[src/rtl/seq_det_pkg.sv]
// rtl/seq_det_pkg.sv - shared state encoding and pattern constant for the 1101 detector
package seq_det_pkg;

    typedef enum logic [2:0] {
        S_IDLE = 3'd0,
        S_1    = 3'd1,
        S_11   = 3'd2,
        S_110  = 3'd3,
        S_DET  = 3'd4
    } state_t;

    localparam logic [3:0] PATTERN = 4'b1101;

endpackage

[src/rtl/seq_det_1101_if.sv]
// rtl/seq_det_1101_if.sv - serial bit input and detection status bundle
interface seq_det_1101_if #(
    parameter int CNT_W = 8
);

    logic             x;
    logic             bit_vld;
    logic             clr;
    logic             det;
    logic [CNT_W-1:0] cnt;
    logic             cnt_sat;

    modport master (
        output x,
        output bit_vld,
        output clr,
        input  det,
        input  cnt,
        input  cnt_sat
    );

    modport slave (
        input  x,
        input  bit_vld,
        input  clr,
        output det,
        output cnt,
        output cnt_sat
    );

endinterface

[src/rtl/sat_counter.sv]
// rtl/sat_counter.sv - saturating up-counter, clear has priority over increment
module sat_counter #(
    parameter int W = 8
) (
    input  logic         clk,
    input  logic         rst,
    input  logic         clr,
    input  logic         inc,
    output logic [W-1:0] q
);

    logic [W-1:0] q_d;
    logic [W-1:0] q_q;

    always_comb begin
        q_d = q_q;
        if (clr) begin
            q_d = '0;
        end else if (inc && (q_q != '1)) begin
            q_d = q_q + W'(1);
        end
    end

    always_ff @(posedge clk or negedge rst) begin
        if (!rst) begin
            q_q <= '0;
        end else begin
            q_q <= q_d;
        end
    end

    assign q = q_q;

endmodule

[src/rtl/seq_det_1101.sv]
// rtl/seq_det_1101.sv - overlapping 1101 Moore detector with saturating detection count
module seq_det_1101
    import seq_det_pkg::*;
#(
    parameter int CNT_W = 8
) (
    input  logic           clk,
    input  logic           rst,
    seq_det_1101_if.slave  bus
);

    state_t state_q;
    state_t state_d;
    logic   inc;

    always_comb begin
        state_d = state_q;
        case (state_q)
            S_IDLE: if (bus.bit_vld) state_d = bus.x ? S_1  : S_IDLE;
            S_1:    if (bus.bit_vld) state_d = bus.x ? S_11 : S_IDLE;
            S_11:   if (bus.bit_vld) state_d = bus.x ? S_11 : S_110;
            S_110:  if (bus.bit_vld) state_d = bus.x ? S_DET : S_IDLE;
            // the trailing 1 of a match plus a new 1 already forms the "11" prefix
            S_DET:  if (bus.bit_vld) state_d = bus.x ? S_11 : S_IDLE;
            default: state_d = S_IDLE;
        endcase
        if (bus.clr) begin
            state_d = S_IDLE;
        end
    end

    always_ff @(posedge clk or negedge rst) begin
        if (!rst) begin
            state_q <= S_IDLE;
        end else begin
            state_q <= state_d;
        end
    end

    // a stall inside S_DET keeps state_d at S_DET, so bit_vld gates the count
    assign inc = bus.bit_vld && !bus.clr && (state_d == S_DET);

    sat_counter #(
        .W (CNT_W)
    ) u_cnt (
        .clk (clk),
        .rst (rst),
        .clr (bus.clr),
        .inc (inc),
        .q   (bus.cnt)
    );

    assign bus.det     = (state_q == S_DET);
    assign bus.cnt_sat = &bus.cnt;

endmodule
[src/flat_wrapper.sv]
// flat-port wrapper written by rule: the top's interface ports become plain ports
module seq_det_1101_flat import seq_det_pkg::*;
#(
    parameter int CNT_W = 8
)
  (clk, rst, bus_x, bus_bit_vld, bus_clr, bus_det, bus_cnt, bus_cnt_sat);
  seq_det_1101_if #(.CNT_W(CNT_W)) bus_i ();
  input  logic clk;
  input  logic rst;
  input wire logic [$bits(bus_i.x)-1:0] bus_x;
  input wire logic [$bits(bus_i.bit_vld)-1:0] bus_bit_vld;
  input wire logic [$bits(bus_i.clr)-1:0] bus_clr;
  output wire logic [$bits(bus_i.det)-1:0] bus_det;
  output wire logic [$bits(bus_i.cnt)-1:0] bus_cnt;
  output wire logic [$bits(bus_i.cnt_sat)-1:0] bus_cnt_sat;
  assign bus_i.x = bus_x;
  assign bus_i.bit_vld = bus_bit_vld;
  assign bus_i.clr = bus_clr;
  assign bus_det = bus_i.det;
  assign bus_cnt = bus_i.cnt;
  assign bus_cnt_sat = bus_i.cnt_sat;
  seq_det_1101 #(.CNT_W(CNT_W)) u_core (.clk(clk), .rst(rst), .bus(bus_i));
endmodule
[config.mk]
export PLATFORM = sky130hd
export DESIGN_NAME = seq_det_1101_flat
export DESIGN_NICKNAME = d
export VERILOG_FILES = /design/src/rtl/seq_det_pkg.sv /design/src/rtl/seq_det_1101_if.sv /design/src/rtl/sat_counter.sv /design/src/rtl/seq_det_1101.sv /design/src/flat_wrapper.sv
export SDC_FILE = /design/constraint.sdc
export NUM_CORES = 1
export LEC_CHECK = 0
export ABC_AREA = 0
export CAP_MARGIN = 20
export CELL_PAD_IN_SITES_DETAIL_PLACEMENT = 0
export CELL_PAD_IN_SITES_GLOBAL_PLACEMENT = 2
export CORE_UTILIZATION = 30
export DETAILED_ROUTE_END_ITERATION = 8
export HOLD_SLACK_MARGIN = 0.03
export PLACE_DENSITY = 0.79
export SLEW_MARGIN = 5
export SYNTH_ARGS = -nofsm -noshare
export SYNTH_HDL_FRONTEND = slang
export SYNTH_SLANG_ARGS = --single-unit
[constraint.sdc]
create_clock -name clk -period 4.23 [get_ports clk]
set_input_delay 1.0575 -clock clk [delete_from_list [all_inputs] [get_ports clk]]
set_output_delay 1.0575 -clock clk [all_outputs]
set_load 0.01 [all_outputs]
==> Word-level counts from Yosys, hierarchy flattened <==
Index checks and enable logic that the tools add are counted.
W data, S select, Z words.
{ "op_classes": {"add_sub_neg": 1, "eq_ne": 6, "muxes": 12, "n_reduce_logical": 8} }
{ "ops": {"columns": ["operator", "n"], "rows": [
  ["$mux W3", 6],
  ["$mux W8", 2],
  ["$pmux W3 S4", 1],
  ["$add A8 B1 Y8 const B", 1],
  ["$ne A8 B8 Y1 const B", 1],
  ["$reduce_and A8 Y1", 1],
  ["$eq A3 B2 Y1 const B", 2],
  ["$eq A3 B3 Y1 const B", 2],
  ["$eq A3 B1 Y1 const B", 1],
  ["$logic_and A1 B1 Y1", 3],
  ["$logic_not A3 Y1", 1],
  ["$mux W1", 2],
  ["$mux W2", 1],
  ["$reduce_bool A2 Y1", 1],
  ["$reduce_or A2 Y1", 1],
  ["$logic_not A1 Y1", 1]
]} }
{ "totals": {"ff_bits": 11, "inputBits": 5, "output_inout_bits": 10, "word_cells": 29} }

==> Longest topological paths before layout <==
{ "logic_depth": {"word_depth": 9, "ltp_mapped": 5, "ltp_nobuf": 5} }

==> By module <==
Synthesis repeated with hierarchy kept, for this count alone.
{ "hier_totals": {"hier_cells": 71, "hier_area_um2": 658.1} }
{ "by_module_without_submodules": {"columns": ["mod", "n_inst", "cells_each", "area_each_um2", "seq_area_each_um2"], "rows": [
  ["sat_counter", 1, 49, 464.2, 200.2],
  ["seq_det_1101", 1, 22, 193.9, 75.1]
]} }

==> Least setup slack after synthesis <==
OpenSTA, ideal clock, no wires.
{ "synth_path": {"path_kind": "input -> register", "from": "in bus_clr", "to": "reg u_core.u_cnt.q_q[4] (netlist: u_core.u_cnt.q[4])", "setup_ns": 0.078, "arrival_time_ns": 2.261, "required_time_ns": 4.152, "path_slack_ns": 1.891, "path_stages": 5, "n_path_buf": 1, "path_cell_list": "or2_1 -> buf_6 -> or2_4 -> or4_1 -> a21oi_1"} }
{ "synth_between": {"elab_chain_cells": 5, "word_cells_on_any_way": 8, "classes_between": "eq/ne: 1; mux: 2; reduce/logical: 5"} }
{ "synth_lines": {"columns": ["item", "line", "rtl"], "rows": [
  ["start, declared", "flat_wrapper.sv:12", "input wire logic [$bits(bus_i.clr)-1:0] bus_clr;"],
  ["$mux W3 or $logic_not A1 Y1 (tied branches)", "seq_det_1101.sv:27, seq_det_1101.sv:41", null],
  ["$eq A3 B3 Y1 or $logic_and A1 B1 Y1 (tied branches)", "seq_det_1101.sv:41", "assign inc = bus.bit_vld && !bus.clr && (state_d == S_DET);"],
  ["$logic_and A1 B1 Y1", "seq_det_1101.sv:41", null],
  ["$logic_and A1 B1 Y1", "sat_counter.sv:19", "end else if (inc && (q_q != '1)) begin"],
  ["$reduce_bool A2 Y1 (no source line)", null, null],
  ["end signal, assigned", "sat_counter.sv:28", "q_q <= q_d;"],
  ["end, declared", "sat_counter.sv:13", "logic [W-1:0] q_q;"]
]} }
Parallel ways exist; a longest one is shown, timed or not.
A chain may end at the register's enable or synchronous reset.

==> Worst setup path in the final report <==
{ "layout_path": {"from": "reg u_core.u_cnt.q_q[0] (netlist: u_core.u_cnt.q[0])", "to": "out bus_cnt_sat"} }
{ "layout_between": {"elab_chain_cells": 1} }
{ "layout_lines": {"columns": ["item", "line", "rtl"], "rows": [
  ["$reduce_and A8 Y1", "seq_det_1101.sv:54", "assign bus.cnt_sat = &bus.cnt;"],
  ["end, declared", "flat_wrapper.sv:15", "output wire logic [$bits(bus_i.cnt_sat)-1:0] bus_cnt_sat;"]
]} }
Every way passes these cells.

==> metrics.cfg <==
[status]
outcome=finished, final reports clean

[synthesis]
async_reset_ff_frac=1.000
netlist_area_sq_um=634.4
synth_compound_area_frac=0.1499
yosysMostFrequentCell=dfrtp_1
postSynthCellCount=69
synth_top_family_by_area=simple AND/OR/NAND/NOR gates
synth_top_cells_by_count=dfrtp_1 (11), nor2_1 (8), a21oi_1 (6)
synth_mux_area_frac=0.03353
yosysSeqAreaShare=0.4339
yosys_warnings=0
synthSimpleGateAreaFrac=0.3077
yosys_register_bits=11
synth_xor_xnor_area_share=0.01381
synth.area.top_cells=dfrtp_1 (43%), a21oi_1 (4.7%), nor2_1 (4.7%)
synthFlopType=dfrtp_1
yosys.area.top_type=dfrtp_1
synth.avg_cell_area_sq_um=9.194
syn_nets=75
synth_edf_count=0
synth_fa_ha_area_frac=0.01972
yosys.cell_types.count=34
synth_top_area_share=0.4339

[clock_network]
clk_pin_slew_worst_paths_ns=0.07
post-cts-setup-buffers=0
cts_resized=0
cts_made_buffers=3
cts_hold_buf=0
clkLatencyLatePin_ns=0.26
cts.sinks=11
cts_tree=built
cts-root-buf=clkbuf_4
cts_max_level=1
clock_path_buffers=2

[final_layout]
insertedDiodeCount=0
drive_gt1_frac=0.09302
fin_nets=93
syn_to_final_growth_pct=30.37
n_fill_cell=205

[global_routing]
antenna_found_initial=0
first_global_vias=454
grt_start_max_net_pins=14
grt_usage=0.1405
grt_pass1_wl_um=2111
grt.overflow.total=0

[drt]
remaining_drc_errors=0
via_per_inst=5.035
routed_wl_um=1410
vias=569
wl_per_cell_um=12.48
ant_nets=0
drtPass1Iterations=4
wl_met1_um=700
dr_wl_met3_um=82
route.met2.wl_um=613
top_layer_used=met4
drt_iter0_markers=9

[floorplan]
die_y_um=47.99
die_x_um=47.99
die_area_sq_um=2303
ios=15
initial_utilization=0.3201
core_sq_um=1982
rows=16

[timing]
period_minus_slack_ns=3.186
fin_crit_sh=0.7532
hold_viol_final=0
fin_ws_ns=1.044
finClkSkew_ns=0.004306
slew_viol_final=0
slew_headroom=0.6460
setup_viol=0
tightest_slew_ns=0.5293
setup-tns-final_ns=0
rsz0062_at_grt=false
max_freq_mhz=313.9

[setup_path]
cp-start-kind=flip-flop
r2r_cells=4
crit_path_end_kind=output pin
worstPathMaxFanout=6
worstPathArrival_ns=2.13
cp.required_ns=3.17
crit_type=flip-flop to output pin

[power_and_ir_drop]
power_leakage_uw=0.0003213
p_per_area_nw_per_um2=232.1
peakVddDrop_mv=0.1587

[place]
hpwl_um=1037
numPortBuffers=14
routabilityCongestion=0.7042
pre_cts_slack_ns=1.284

[hold_path]
hold-path-cell-count=1
hp-class=flip-flop to flip-flop

[run]
maxCapViolCount=0

==> layer usage <==
| layer | global-route usage | vias up |
|---|---|---|
| met1 | 0.1977 | 269 |
| li1 | - | 287 |
| met3 | 0.05283 | 2 |
| met4 | 0.08333 | 0 |
| met5 | 0 | - |
| met2 | 0.1784 | 11 |
==> layout make-up <==
cell class / count / area [sq um] / share of cell area
multi-input cells: 53 / 332.8 / 0.4024
flip-flops and latches: 11 / 275.3 / 0.3328
well taps: 27 / 33.78 / 0.04085
repair buffers: 15 / 147.6 / 0.1785
clock buffers: 4 / 26.28 / 0.03177
inverters: 3 / 11.26 / 0.01362
==> cells in the final DEF (no fill, tap or decap), types with 2 or more instances in the layout <==
cell type | Yosys | final
o21ai_0 | 2 | 2
nor3_1 | 4 | 4
nor2b_1 | 2 | 2
nand3_1 | 4 | 4
nand4_1 | 2 | 2
clkdlybuf4s50_1 | 0 | 14
a31oi_1 | 2 | 2
a21oi_1 | 6 | 6
clkbuf_4 | 0 | 3
inv_1 | 3 | 3
nor2_1 | 8 | 8
dfrtp_1 | 11 | 11
nand2_1 | 2 | 2
==> report_power, final <==
part	internal (uW)	leakage [uW]	switching [uW]
logic	6.32	0.000153	7.57
registers	106	0.000153	1.21
clock network	36.4	0.0000150	34.4
total	149	0.000321	43.2
==> registers in the layout (all words and copies together) (netlist names) <==
register / cells
u_core.state_q: 3
u_core.u_cnt.q: 8
==> per-stage QoR <==
stage                     power (uW)  cells    util  area (sq um)  hold slack, ns
after floorplan                115.5     69       -         634.4          0.5562
after global placement         123.5    109  0.4040         800.8          0.5527
after detailed placement       123.4    109  0.4040         800.8          0.5524
after CTS                      197.2    113  0.4173         827.0          0.5617
after global routing           205.4    113  0.4173         827.0          0.5799
final                          191.9    113  0.4173         827.0          0.5533
==> final timing paths <==
check | slack (ns) | endpoint | startpoint
setup / recovery | 1.04 | bus_cnt_sat | u_core.u_cnt.q[0]$_DFFE_PN0P_
hold / removal | 0.55 | u_core.u_cnt.q[6]$_DFFE_PN0P_ | u_core.u_cnt.q[6]$_DFFE_PN0P_
setup reg to reg | 2.49 | u_core.u_cnt.q[4]$_DFFE_PN0P_ | u_core.state_q[2]$_DFF_PN0_
hold reg to reg | 0.55 | u_core.u_cnt.q[6]$_DFFE_PN0P_ | u_core.u_cnt.q[6]$_DFFE_PN0P_
max in group asynchronous | 2.74 | u_core.u_cnt.q[1]$_DFFE_PN0P_ | rst
min in group asynchronous | 1.14 | u_core.u_cnt.q[3]$_DFFE_PN0P_ | rst
==> critical path, cell delays in order (launching register included) <==
cell and delay, ns:
dfrtp_1 0.42, ha_1 0.28, nand2_1 0.10, nor3_1 0.44, clkdlybuf4s50_1 0.64
==> kinds of logic after synthesis <==
group / count (synthesis)
muxes: 2
DFF: 11
xor gates and xnor gates: 1
buffers and inverters: 5
adders and majority gates: 1
and+or+nand+nor: 34
AOI/OAI and AO/OA: 15
Power figures use the tool's default switching activity.
